===== config.mk =====
export PLATFORM = sky130hd
export DESIGN_NAME = imem_loader
export DESIGN_NICKNAME = d
export VERILOG_FILES = /design/src/rtl/imem_loader.sv
export SDC_FILE = /design/constraint.sdc
export NUM_CORES = 1
export LEC_CHECK = 0
export ABC_AREA = 1
export CAP_MARGIN = 20
export CORE_MARGIN = 5
export CORE_UTILIZATION = 55
export CTS_CLUSTER_DIAMETER = 80
export DETAILED_ROUTE_END_ITERATION = 6
export DONT_BUFFER_PORTS = 1
export GPL_ROUTABILITY_DRIVEN = 0
export GPL_TIMING_DRIVEN = 0
export PLACE_DENSITY_LB_ADDON = 0.2
export SLEW_MARGIN = 0
export SYNTH_ARGS = -nofsm -noshare
export SYNTH_HDL_FRONTEND = slang
export SYNTH_SLANG_ARGS = --single-unit

===== constraint.sdc =====
create_clock -name clk -period 2.1 [get_ports clk]
set_input_delay 0.42 -clock clk [delete_from_list [all_inputs] [get_ports clk]]
set_output_delay 0.42 -clock clk [all_outputs]
set_load 0.1 [all_outputs]

===== src/rtl/imem_loader.sv =====
// Instruction-memory loader: parses a framed byte stream into little-endian 32-bit words,
// drives the memory write port and holds the CPU in reset until a frame checks out.
module imem_loader #(
  parameter int unsigned ADDR_WIDTH = 12,
  parameter logic [31:0] BASE_ADDR  = 32'h0
) (
  input  logic                  clk,
  input  logic                  reset,
  input  logic                  in_valid,
  input  logic [7:0]            in_data,
  output logic                  in_ready,
  input  logic                  restart,
  output logic                  wr_en,
  output logic [31:0]           wr_addr,
  output logic [31:0]           wr_data,
  output logic [ADDR_WIDTH:0]   word_count,
  output logic                  cpu_hold,
  output logic                  done,
  output logic                  error
);

  localparam int unsigned CW = ADDR_WIDTH + 1;
  localparam int unsigned LW = 17;
  localparam logic [LW-1:0] MAX_LEN = LW'(2**ADDR_WIDTH);
  localparam logic [7:0]    SYNC    = 8'hA5;

  typedef enum logic [2:0] {
    S_IDLE, S_LEN0, S_LEN1, S_DATA, S_CSUM, S_DONE, S_ERR
  } state_e;

  state_e          state_q, state_d;
  logic [7:0]      len_lo_q, len_lo_d;
  logic [LW-1:0]   len_q, len_d;
  logic [1:0]      byte_idx_q, byte_idx_d;
  logic [23:0]     shift_q, shift_d;
  logic [7:0]      csum_q, csum_d;
  logic [CW-1:0]   word_count_q, word_count_d;
  logic            wr_en_q, wr_en_d;
  logic [31:0]     wr_addr_q, wr_addr_d;
  logic [31:0]     wr_data_q, wr_data_d;

  logic            accept;
  logic [LW-1:0]   len_full;
  logic            word_last;
  logic            frame_last;

  assign accept     = in_valid && in_ready;
  assign len_full   = {1'b0, in_data, len_lo_q};
  assign word_last  = (byte_idx_q == 2'd3);
  // The word now completing is the last one of the frame.
  assign frame_last = ((LW'(word_count_q) + LW'(1)) == len_q);

  // State register
  always_ff @(posedge clk) begin
    if (reset) begin
      state_q <= S_IDLE;
    end else begin
      state_q <= state_d;
    end
  end

  // Next-state logic
  always_comb begin
    state_d = state_q;
    case (state_q)
      S_IDLE: begin
        if (accept && (in_data == SYNC)) state_d = S_LEN0;
      end
      S_LEN0: begin
        if (accept) state_d = S_LEN1;
      end
      S_LEN1: begin
        if (accept) begin
          if (len_full > MAX_LEN)   state_d = S_ERR;
          else if (len_full == '0)  state_d = S_CSUM;
          else                      state_d = S_DATA;
        end
      end
      S_DATA: begin
        if (accept && word_last && frame_last) state_d = S_CSUM;
      end
      S_CSUM: begin
        if (accept) state_d = (in_data == csum_q) ? S_DONE : S_ERR;
      end
      S_DONE, S_ERR: begin
        if (restart) state_d = S_IDLE;
      end
      default: state_d = S_IDLE;
    endcase
  end

  // Output decode
  always_comb begin
    in_ready = 1'b0;
    done     = 1'b0;
    error    = 1'b0;
    cpu_hold = 1'b1;
    case (state_q)
      S_DONE: begin
        done     = 1'b1;
        cpu_hold = 1'b0;
      end
      S_ERR:   error    = 1'b1;
      default: in_ready = !reset;
    endcase
  end

  // Datapath next-state: length, word assembly, checksum, write port
  always_comb begin
    len_lo_d     = len_lo_q;
    len_d        = len_q;
    byte_idx_d   = byte_idx_q;
    shift_d      = shift_q;
    csum_d       = csum_q;
    word_count_d = word_count_q;
    wr_en_d      = 1'b0;
    wr_addr_d    = wr_addr_q;
    wr_data_d    = wr_data_q;
    case (state_q)
      S_IDLE: begin
        if (accept && (in_data == SYNC)) begin
          word_count_d = '0;
          csum_d       = '0;
          byte_idx_d   = '0;
        end
      end
      S_LEN0: begin
        if (accept) len_lo_d = in_data;
      end
      S_LEN1: begin
        if (accept) len_d = len_full;
      end
      S_DATA: begin
        if (accept) begin
          csum_d     = csum_q ^ in_data;
          byte_idx_d = byte_idx_q + 2'd1;
          case (byte_idx_q)
            2'd0: shift_d[7:0]   = in_data;
            2'd1: shift_d[15:8]  = in_data;
            2'd2: shift_d[23:16] = in_data;
            default: begin
              wr_en_d      = 1'b1;
              wr_data_d    = {in_data, shift_q};
              wr_addr_d    = BASE_ADDR + (32'(word_count_q) << 2);
              word_count_d = word_count_q + CW'(1);
            end
          endcase
        end
      end
      S_DONE, S_ERR: begin
        if (restart) begin
          csum_d     = '0;
          byte_idx_d = '0;
        end
      end
      default: ;
    endcase
  end

  // Datapath registers
  always_ff @(posedge clk) begin
    if (reset) begin
      len_lo_q     <= '0;
      len_q        <= '0;
      byte_idx_q   <= '0;
      shift_q      <= '0;
      csum_q       <= '0;
      word_count_q <= '0;
      wr_en_q      <= 1'b0;
      wr_addr_q    <= '0;
      wr_data_q    <= '0;
    end else begin
      len_lo_q     <= len_lo_d;
      len_q        <= len_d;
      byte_idx_q   <= byte_idx_d;
      shift_q      <= shift_d;
      csum_q       <= csum_d;
      word_count_q <= word_count_d;
      wr_en_q      <= wr_en_d;
      wr_addr_q    <= wr_addr_d;
      wr_data_q    <= wr_data_d;
    end
  end

  assign wr_en      = wr_en_q;
  assign wr_addr    = wr_addr_q;
  assign wr_data    = wr_data_q;
  assign word_count = word_count_q;

endmodule


==> results.txt <==
- The run finished, with violations left.
- Violations in the final reports: setup timing
* Aggregate global-route resource usage: 25.6%
- Setup TNS: -0.762 ns
- Number of storage elements in the synthesis netlist: 120
* Leak pwr: 2.63 nW
* Synthesized area: 0.00548 mm²
- Via count of the first global-routing pass: 5014
- Syn Inst Count: 744
* Startpoint kind of the worst setup timing path: flop
* Sinks on Clock Net: 120
- Maximum frequency from static timing analysis: 429 MHz
- In this run the tightest slew margin relative to its limit is 32.9%.
- The count of nets left with antenna violations once routing finished came out at 0.
* Cells after DPL: 895
- Of the available clock period, the critical path in the final layout requires 111%.
* Final Hold Violating Endpoints: 0
- The tool flagged a number of max-cap violations equal to 0.
* Number of non-filler instances in the completed layout: 941
* Area delta synth->final: 24.7%
- Clock Skew: 0.0112 ns
- The layout has 781 filler cells.
* I/O pin total: 94
- The share of the Yosys chip area taken by registers is 43.9%.
- The region available for standard cell placement spans 0.00973 mm².
- Setup slack of the most critical reg-to-reg path: -0.15 ns
- The die is 110 µm tall.
- Counting I/O delays and the setup requirement, the final critical path takes 2.33 ns.
- The wire-length estimate of the detail-placed layout is 10.6 mm.
* Number of buffers created by CTS: 17
- Final routed wirelength across all metal layers: 15.9 mm
- Number of library cell types mapped by synthesis: 34
- CTS Buffer Depth: 2
- Drt pass-1 iters: 5
* Source-to-sink clock delay at the later pin of the worst-skew pair: 0.52 ns
* Worst-Margin Slew: 1.01 ns
- Proportion of layout cells with a drive suffix above 1: 19.8%
- Entering global routing, the biggest net connects 17 pins.
* Total congestion overflow: 0
- Kind of end point of the critical path: output port
* CTS clk-pin slew, worst paths: 0.06 ns
- Total of endpoints with negative setup slack in the final report: 8
- Count of unresolved DRC violations after routing: 0
- Max-slew violation count: 0
- Along the worst path, the maximum fanout reaches 4.
- In this run the horizontal extent of the chip is 110 µm.
* Total power density per cell area: 1300 mW/mm²
* Via Count: 5274
- The H-tree was split into 4 levels.
- CTS tree: done
- Std cell rows: 36
- Worst path setup slack after routing: -0.233 ns
* Root cell of the clock tree: sky130_fd_sc_hd__clkbuf_8
- Vias per std cell: 5.60
* Tightest Hold Check Type: in2reg
- Power comes to 8.89 mW.
- The worst-case IR drop observed on VDD is 0.000711 V.
* Mean routed wirelength per cell: 16.9 µm
* Worst path arrival time: 1.91 ns
- In this run, post-CTS hold repair placed 0 buffers.
- Final cell utilization of the core: 70.2%
- Setup repair after global routing missed its margin: yes
- Effective utilization at floorplan: 56.3%
- Synth warnings: 0
- Data required time of the worst path: 1.68 ns
- Average size of a mapped cell: 7.36 µm²
* Number of I/O port buffers: 0
- Wire length of the first global-routing pass: 24.0 mm
- The critical path in this run is classified as reg2out.
- 0 antenna diodes ended up in the layout.
- Area enclosed by the die boundary: 0.0121 mm²
* Nets: 814
- Starting DRC count in detailed routing: 555
- The number of antenna violations at the first check in global routing came to 0.
flip-flops by register name (all words and copies together) (netlist names):
name and count:
wr_en 1, shift_q 24, csum_q 8, word_count 13
len_q 16, wr_data 32, byte_idx_q 2, len_lo_q 8
state_q 3, wr_addr 13
final timing paths:
check / from / end / cells after the start
hold reg to reg: shift_q[13] / shift_q[13] / 2
setup / recovery: state_q[1] / in_ready / 4
setup reg to reg: word_count[4] / state_q[0] / 15
hold / removal: in_data[5] / shift_q[13] / 2
report_power, final:
part | switching, mW | internal (mW)
Sequential | 0.744 | 2.48
Combinational | 1.66 | 1.05
Clock | 1.08 | 1.88
cells in the mapped netlist, drive strengths merged:
library cell / instances / area [µm²]
ha: 6 / 75.1
o21ai: 34 / 170
clkbuf: 27 / 101
nand3: 54 / 293
conb: 1 / 3.75
nand2: 188 / 711
dfxtp: 120 / 2400
nand4: 7 / 43.8
inv: 52 / 195
nand3b: 15 / 113
o211ai: 1 / 12.5
nor2: 56 / 244
xor2: 9 / 78.8
nor4: 5 / 31.3
a211oi: 10 / 125
a31oi: 7 / 43.8
or2: 1 / 6.26
o21bai: 1 / 7.51
a21oi: 106 / 531
buf: 36 / 248
nor3: 6 / 30.0
o31ai: 1 / 7.51
clkinv: 1 / 3.75
repair_timing:
item	CTS	global route
cloned	0	4
endpoints found under the hold margin	0	0
pin swaps	10	10
gates resized for setup	32	65
buffers inserted	7	4
setup endpoints to repair	75	72
layout make-up:
cell class | count | area (µm²) | area share [%]
multi-input cells | 526 | 2820 | 41.3
inverters | 53 | 218 | 3.19
well taps | 133 | 166 | 2.44
plain buffers | 63 | 409 | 5.99
clock buffers | 18 | 439 | 6.43
repair buffers | 15 | 156 | 2.29
flip-flops and latches | 120 | 2450 | 35.9
clock inverters | 13 | 168 | 2.46
worst max-delay path: stages, from the launching register on:
cell,delay (ns)
sky130_fd_sc_hd__dfxtp_4,0.35
sky130_fd_sc_hd__inv_4,0.05
sky130_fd_sc_hd__nand3_4,0.32
sky130_fd_sc_hd__nand3_4,0.23
sky130_fd_sc_hd__clkinvlp_4,0.44
logic make-up (layout without fill, tap and decap cells):
kind of cell	Yosys count	count (layout)	share of synthesized area (%)
adder cells (fa/ha/maj)	6	6	1.37
other	1	19	0.0685
buffers and inverters	116	162	10.0
flip-flops	120	120	43.9
AO/OA/AOI/OAI	160	160	16.4
XOR/XNOR	9	9	1.44
AND/OR/NAND/NOR	332	332	26.9
metal layers:
metal | vias up | share of wire, % | GRT usage [%]
met4 | 0 | 2.6 | 9.88
met5 | - | 0 | 0
met1 | 2431 | 39 | 31.1
met3 | 47 | 10 | 7.22
li1 | 2521 | - | -
met2 | 275 | 48 | 42.9
layout by cell type, fill, tap and decap left out, types with 7 or more instances in the layout:
| master | n |
|---|---|
| sky130_fd_sc_hd__nand4_1 | 7 |
| sky130_fd_sc_hd__buf_4 | 32 |
| sky130_fd_sc_hd__nor2_1 | 48 |
| sky130_fd_sc_hd__nand2_1 | 177 |
| sky130_fd_sc_hd__conb_1 | 19 |
| sky130_fd_sc_hd__buf_6 | 8 |
| sky130_fd_sc_hd__nand3_1 | 48 |
| sky130_fd_sc_hd__a21oi_1 | 99 |
| sky130_fd_sc_hd__a211oi_2 | 10 |
| sky130_fd_sc_hd__xor2_1 | 9 |
| sky130_fd_sc_hd__nand3b_1 | 15 |
| sky130_fd_sc_hd__dfxtp_1 | 104 |
| sky130_fd_sc_hd__dfxtp_4 | 11 |
| sky130_fd_sc_hd__o21ai_0 | 29 |
| sky130_fd_sc_hd__inv_1 | 44 |
| sky130_fd_sc_hd__clkbuf_1 | 23 |
| sky130_fd_sc_hd__a21oi_2 | 7 |
| sky130_fd_sc_hd__clkbuf_16 | 19 |
metrics by stage:
stage | worst slack, ns | cell area [µm²] | hold slack [ns]
2_1_floorplan | -0.0414 | 5570 | 0.440
5_1_grt | -0.332 | 6830 | 0.0695
3_5_place_dp | -0.302 | 5740 | 0.458
4_1_cts | -0.289 | 6510 | 0.0471
3_3_place_gp | -0.273 | 5740 | 0.449
6_report | -0.233 | 6830 | 0.0563
(Power assumes the default switching activity.)
